**src/rtl/fetch_pkg.sv**
```systemverilog
// Shared types and helpers for the instruction fetch stage.
// XLEN sets the datapath width; PC_STEP is the byte distance between instructions.
package fetch_pkg;

    localparam int XLEN = 32;
    localparam logic [XLEN-1:0] PC_STEP = 32'd4;

    typedef struct packed {
        logic [XLEN-1:0] pc;
        logic [XLEN-1:0] instr;
    } fetch_entry_t;

    // Sequential PC; wraps modulo 2^32, so 32'hFFFF_FFFC advances to 0.
    function automatic logic [XLEN-1:0] next_pc(input logic [XLEN-1:0] pc);
        return pc + PC_STEP;
    endfunction

endpackage

```
**src/rtl/fetch_fifo.sv**
```systemverilog
// Circular prefetch buffer of {pc, instr} entries with push, pop, flush and occupancy count.
// DEPTH must be a power of two so the pointers wrap naturally.
module fetch_fifo
    import fetch_pkg::*;
#(
    parameter int DEPTH = 2
) (
    input  logic                       clk,
    input  logic                       reset,
    input  logic                       flush,
    input  logic                       push,
    input  logic                       pop,
    input  fetch_entry_t               pushEntry,
    output fetch_entry_t               headEntry,
    output logic [$clog2(DEPTH+1)-1:0] count
);

    localparam int PTR_W = $clog2(DEPTH);
    localparam int CNT_W = $clog2(DEPTH+1);

    fetch_entry_t entries [DEPTH];
    logic [PTR_W-1:0] headPtr;
    logic [PTR_W-1:0] tailPtr;

    // Flush and reset both discard the contents; stale entries are never read
    // because visibility is governed purely by count.
    always_ff @(posedge clk) begin
        if (reset || flush) begin
            headPtr <= '0;
            tailPtr <= '0;
            count   <= '0;
        end else begin
            if (push) begin
                tailPtr <= tailPtr + PTR_W'(1);
            end
            if (pop) begin
                headPtr <= headPtr + PTR_W'(1);
            end
            if (push && !pop) begin
                count <= count + CNT_W'(1);
            end else if (pop && !push) begin
                count <= count - CNT_W'(1);
            end
        end
    end

    // When full, a simultaneous push lands in the slot being consumed this edge.
    always_ff @(posedge clk) begin
        if (push) begin
            entries[tailPtr] <= pushEntry;
        end
    end

    assign headEntry = entries[headPtr];

endmodule

```
**src/rtl/fetch_queue_stage.sv**
```systemverilog
// Instruction fetch stage: PC register, ROM addressing, prefetch queue and redirect handling.
// Optional performance counters are enabled by defining FETCH_PERF_CNT_EN.
module fetch_queue_stage
    import fetch_pkg::*;
#(
    parameter int          DEPTH     = 2,
    parameter logic [31:0] RESET_PC  = 32'h0000_0000,
    parameter logic [31:0] NOP_INSTR = 32'h0000_0000
) (
    input  logic                       CLK,
    input  logic                       Reset,
    input  logic                       fetchEnable,
    output logic [31:0]                romAddress,
    input  logic [31:0]                romData,
    input  logic                       redirectValid,
    input  logic [31:0]                redirectAddress,
    input  logic                       outReady,
    output logic                       outValid,
    output logic [31:0]                outInstr,
    output logic [31:0]                outPC,
    output logic [$clog2(DEPTH+1)-1:0] queueCount,
    output logic [31:0]                perfFetched,
    output logic [31:0]                perfStalls
);

    localparam int CNT_W = $clog2(DEPTH+1);

    logic [XLEN-1:0] pcReg;
    logic            push;
    logic            pop;
    fetch_entry_t    pushEntry;
    fetch_entry_t    headEntry;
    logic            unusedRedirectBits;

    assign unusedRedirectBits = ^redirectAddress[1:0];

    assign romAddress = pcReg;
    assign outValid   = (queueCount != '0);
    assign pop        = outValid & outReady;
    assign push       = fetchEnable & ~redirectValid & ((queueCount < CNT_W'(DEPTH)) | pop);
    assign pushEntry  = '{pc: pcReg, instr: romData};

    assign outInstr = outValid ? headEntry.instr : NOP_INSTR;
    assign outPC    = outValid ? headEntry.pc    : 32'h0;

    // PC only advances when the fetched word is actually captured by the queue.
    always_ff @(posedge CLK) begin
        if (Reset) begin
            pcReg <= RESET_PC;
        end else if (redirectValid) begin
            pcReg <= {redirectAddress[31:2], 2'b00};
        end else if (push) begin
            pcReg <= next_pc(pcReg);
        end
    end

    fetch_fifo #(
        .DEPTH (DEPTH)
    ) u_fifo (
        .clk       (CLK),
        .reset     (Reset),
        .flush     (redirectValid),
        .push      (push),
        .pop       (pop),
        .pushEntry (pushEntry),
        .headEntry (headEntry),
        .count     (queueCount)
    );

`ifdef FETCH_PERF_CNT_EN
    logic [31:0] fetchedCnt;
    logic [31:0] stallCnt;

    // Counters survive redirects so they reflect the whole run since reset.
    always_ff @(posedge CLK) begin
        if (Reset) begin
            fetchedCnt <= '0;
            stallCnt   <= '0;
        end else begin
            if (push) begin
                fetchedCnt <= fetchedCnt + 32'd1;
            end
            if (outValid && !outReady) begin
                stallCnt <= stallCnt + 32'd1;
            end
        end
    end

    assign perfFetched = fetchedCnt;
    assign perfStalls  = stallCnt;
`else
    assign perfFetched = 32'h0;
    assign perfStalls  = 32'h0;
`endif

endmodule

```
**config.mk**
```make
export PLATFORM = sky130hd
export DESIGN_NAME = fetch_queue_stage
export DESIGN_NICKNAME = d
export VERILOG_FILES = /design/src/rtl/fetch_pkg.sv /design/src/rtl/fetch_fifo.sv /design/src/rtl/fetch_queue_stage.sv
export SDC_FILE = /design/constraint.sdc
export NUM_CORES = 1
export LEC_CHECK = 0
export ABC_CLOCK_PERIOD_IN_PS = 6900
export CAP_MARGIN = 20
export CORE_MARGIN = 2
export CORE_UTILIZATION = 42
export DETAILED_ROUTE_END_ITERATION = 16
export GPL_ROUTABILITY_DRIVEN = 0
export PLACE_DENSITY = 0.76
export SETUP_SLACK_MARGIN = 0.5
export SLEW_MARGIN = 15
export SYNTH_ARGS = -nofsm -noshare
export SYNTH_HDL_FRONTEND = slang
export SYNTH_SLANG_ARGS = --single-unit
```
**constraint.sdc**
```tcl
create_clock -name CLK -period 6.9 [get_ports CLK]
set_clock_uncertainty 0.05 [all_clocks]
set_input_delay 1.38 -clock CLK [delete_from_list [all_inputs] [get_ports CLK]]
set_output_delay 1.38 -clock CLK [all_outputs]
set_load 0.005 [all_outputs]
```
**Word level (Yosys, flattened, before mapping)**

Memories as Yosys holds them, arrays and structs flattened. A register that Yosys moved wholly into a read port is not among the register bits.
Cells that the tools add are included.

- Add/sub/neg operators: 5
- Magnitude comparators: 1
- Muxes and demuxes: 10
- Bitwise logic cells: 5
- Reductions and logical operators: 9

Operators with widths:

| cell | number |
|---|---|
| two-way mux 32 bit | 4 |
| adder 32 x 3 -> 32 bit (second input constant) | 1 |
| nonzero test 2 bit | 3 |
| two-way mux 1 bit | 4 |
| two-way mux 2 bit | 2 |
| AND 1 bit | 3 |
| adder 1 bit (second input constant) | 2 |
| adder 2 x 1 -> 2 bit (second input constant) | 1 |
| logical AND 1 bit | 2 |
| logical NOT 1 bit | 2 |
| < comparator 2 bit (second input constant) | 1 |
| OR reduction 2 bit | 1 |
| subtractor 2 x 1 -> 2 bit (second input constant) | 1 |
| logical OR 1 bit | 1 |
| NOT 1 bit | 1 |
| bitwise OR 1 bit | 1 |

- Register bits after elaboration: 36
- Bits in writable memories: 128
- Output and inout bits: 163
- Memories kept: 1

Memory list:

| memory | depth | bits a word | read ports | clocked after memory_dff | wr ports | RTL line | RTL |
|---|---|---|---|---|---|---|---|
| u_fifo.entries | 2 | 64 | 1 | 1 | 1 | fetch_fifo.sv:21 | `fetch_entry_t entries [DEPTH];` |

**Longest topological paths before layout**

- Depth in word-level cells: 8
- Mapped depth: 9
- Mapped depth without buffers: 8

**By module**

Synthesis repeated with hierarchy kept, for this count alone.

- Cells, all modules: 623
- Area total of the unflattened synthesis: 7731.2 sq um

Modules (own cells, without submodules):

| module | times used | cells an instance | area each (sq um) | sequential area each (sq um) |
|---|---|---|---|---|
| fetch_fifo | 1 | 219 | 4802.1 | 3943.8 |
| fetch_queue_stage | 1 | 404 | 2929.1 | 600.6 |

**Worst setup path before layout**

No wires, ideal clock.

- Path kind: input-to-reg
- Start point: input port redirectValid
- End point: memory u_fifo.entries[0][0] (netlist bit), enable pin
- Setup time: 0.558 ns
- Data arrival time: 6.274 ns
- Required time: 6.292 ns
- Setup slack: 0.018 ns
- Stages on the path: 4
- Buffers on the path: 3
- Cell sequence: clkbuf_1 buf_1 clkbuf_1 nor3_1

- Longest elaborated chain between the ends: 5

Ends and longest elaborated chain:

| element | RTL line | RTL |
|---|---|---|
| from (decl) | fetch_queue_stage.sv:15 | `input logic redirectValid,` |
| NOT 1 bit | fetch_queue_stage.sv:40 | `assign push = fetchEnable & ~redirectValid & ((queueCount < CNT_W'(DEPTH)) \| pop);` |
| AND 1 bit (2 in series) | fetch_queue_stage.sv:40 |  |
| two-way mux 1 bit | fetch_fifo.sv:49 | `if (push) begin` |
| two-way mux 1 bit (not written as such) | fetch_fifo.sv:50 | `entries[tailPtr] <= pushEntry;` |
| to (decl) | fetch_fifo.sv:21 |  |

No other way between the ends.

**Final worst setup path**

- Start point: register u_fifo.count[1]
- End point: output port outPC[23]

- Longest elaborated chain between the ends: 2

Ends and longest elaborated chain:

| element | RTL line | RTL |
|---|---|---|
| from (decl) | fetch_fifo.sv:15 | `output logic [$clog2(DEPTH+1)-1:0] count` |
| from (signal assigned) | fetch_fifo.sv:40 | `count <= count + CNT_W'(1);` |
| from (signal assigned) | fetch_fifo.sv:42 | `count <= count - CNT_W'(1);` |
| nonzero test 2 bit | fetch_queue_stage.sv:38 | `assign outValid = (queueCount != '0);` |
| two-way mux 32 bit | fetch_queue_stage.sv:44 | `assign outPC = outValid ? headEntry.pc : 32'h0;` |
| to (decl) | fetch_queue_stage.sv:20 | `output logic [31:0] outPC,` |

No other way between the ends.

==> results_dict.tcl <==
set metrics [dict create \
    p_per_area_mw_per_mm2 242 \
    critical_path.slowest_cell "nor2_4" \
    ant_nets 0 \
    cp_num_buf_inv 2 \
    p_seq_frac 0.486 \
    initial_core_util 0.425 \
    maxSlewViolCount 0 \
    required_ns 5.47 \
    final.period_utilization 0.576 \
    setup_viol 0 \
    p_leak_nw 3.14 \
    combPwrFrac 0.102 \
    crit_path_end_kind "primary output" \
    die_w_um 136 \
    pin_count 232 \
    synth_top_area_share 0.510 \
    finalWorstSetupSlack_ns 2.92 \
    setup_tns_ns 0 \
    cts_hold_buf 0 \
    cts_tree "yes" \
    synth_edf_count 124 \
    period_needed_ns 3.98 \
    tightest_slew_ns 1.11 \
    internal_power_mw 1.79 \
    final_cell_count_no_fill 990 \
    antenna_cells 0 \
    dp_cells 958 \
    pwr-share-clk 0.411 \
    insertion_delay_ns 0.41 \
    cts_buffer_depth 2 \
    final_common_cell "clkdlybuf4s50_1" \
    synth_largest_area_cell "edfxtp_1" \
    status "complete, no violations" \
    rows 48 \
    rsz0062_at_grt "no" \
    overflow 0 \
    switching_share 0.218 \
    first_pass_iters 7 \
    cts_resized 0 \
    cts.sinks 159 \
    die_h_um 136 \
    path_cells "nor2_4, buf_4, nor2_1, clkdlybuf4s50_1" \
    vdd_drop_max_mv 0.174 \
    grt_max_degree 63 \
    netlist_instances 605 \
    avgSynthCellArea_um2 12.1 \
    syn_area_mm2 0.00731 \
    min_path_type "reg2reg" \
    synth_ff_type "edfxtp_1" \
    layout.nets 823 \
    clkSlewWorstSetupHoldPaths_ns 0.06 \
    grt_pass1_vias 4683 \
    final_layout_size_suffix_gt1_frac 0.0536 \
    rrSetupSlack_ns 4.45 \
    n_fill_cell 1480 \
    async_flop_share 0 \
    post-cts-setup-buffer-count 0 \
    dpl.hpwl_mm 10.4 \
    drtIter0Drc 380 \
    drt-vias-per-instance 5.08 \
    slew-limit-headroom 0.261 \
    portBuffers 161 \
    ys_types 47 \
    avgRoutedWirePerCell_um 16.4 \
    cts_made_buffers 17 \
    power.switching_mw 0.501 \
    drv_cap 0 \
    wirelength_mm 16.2 \
    arrival_ns 2.55 \
    crit_type "reg2out" \
    die_area_mm2 0.0185 \
    drcViolationCount 0 \
    num_vias 5033 \
    grt_first_pass_wirelength_mm 24.8 \
    crit_path_start_kind "register" \
    crit_fanout 32 \
    ys_seq_area_frac 0.606 \
    yosysWarnings 0 \
    grt_usage 0.177 \
    ys_ff_latch 159 \
    core-area_mm2 0.0172 \
    synth_top_cells_by_area "edfxtp_1 51%, dfxtp_1 9.6%, mux2i_1 8.5%" \
    final_hold_viol_count 0 \
    final_cell_mix "161 x clkdlybuf4s50_1, 124 x edfxtp_1, 85 x nor2_1" \
    h-tree-depth 4 \
    syn_to_final_growth_pct 29.6 \
    max_freq_mhz 251 \
    post-place-ws_ns 2.94 \
    crit_path_max_incr_delay_ns 0.70 \
    hold_ws_ns 0.501 \
    grt_antenna_before_repair 0 \
    cts_root_buf "clkbuf_16" \
    critPathTopFamily "buffers and inverters" \
]
## cells in the mapped netlist (all sizes together), types with 3 or more instances
library cell,count
nor2b,4
a2111oi,3
inv,5
dfxtp,35
or3,6
clkbuf,31
nor2,86
xor2,9
or4,12
edfxtp,124
nor4,10
a311oi,12
buf,75
nor3,12
a32oi,3
o211ai,3
mux2i,62
o31ai,10
nand3,17
nand4,16
nand2,22
and2,4
and3,8
a211oi,6
and4,3
## flip-flops by register name, indices dropped and copies added, names as in the netlist, named ones only
register and count:
romAddress 30, u_fifo.headPtr 1, u_fifo.entries 124, u_fifo.tailPtr 1, u_fifo.count 2
## stage by stage
stage	instance area, µm²	utilization	total power [mW]
5_1_grt	9470	0.551	2.37
2_1_floorplan	7560	-	1.25
3_3_place_gp	8860	0.516	1.37
3_5_place_dp	8860	0.516	1.37
4_1_cts	9470	0.551	2.31
6_report	9470	0.551	2.29
## worst paths after layout
check / depth (start not counted) / end / startpoint
min: 0 / u_fifo.entries[0][62] / romAddress[30]
min reg2reg: 0 / u_fifo.entries[0][62] / romAddress[30]
max: 4 / outPC[23] / u_fifo.count[1]
max reg2reg: 4 / romAddress[14] / u_fifo.count[1]
## cell type report
| type | instances | area, µm² | area share |
|---|---|---|---|
| multi-input cells | 402 | 2480 | 0.262 |
| clock buffers | 22 | 464 | 0.0490 |
| flip-flops and latches | 159 | 4430 | 0.468 |
| well taps | 225 | 282 | 0.0297 |
| inverters | 5 | 18.8 | 0.00198 |
| clock inverters | 10 | 136 | 0.0144 |
| repair buffers | 167 | 1660 | 0.175 |
## per-layer routing
layer  vias to the layer above  global-route usage  part of all wire  wire, µm
met3                        19              0.0492             0.074      1210
met5                         -                   0                 0         0
met1                      2390               0.227              0.43      6980
met4                         0              0.0631             0.015       244
met2                       214               0.288              0.48      7810
li1                       2410                   -                 -         -
## power groups by stage
stage | sequential, mW | combinational [mW] | clock (mW)
2_1_floorplan | 1.12 | 0.131 | 0
3_3_place_gp | 1.14 | 0.233 | 0
3_5_place_dp | 1.14 | 0.236 | 0
4_1_cts | 1.12 | 0.237 | 0.961
5_1_grt | 1.12 | 0.260 | 0.992
6_report | 1.12 | 0.235 | 0.943
## cell families after synthesis
group,count (synthesis),synth area share
AND/OR/NAND/NOR,206,0.140
flip-flops,159,0.606
buffers and inverters,111,0.0923
multiplexers,62,0.0849
AO/OA/AOI/OAI,53,0.0603
XOR/XNOR,11,0.0132
adder cells (fa/ha/maj),2,0.00342
other,1,0.000513
(Power assumes the default switching activity.)
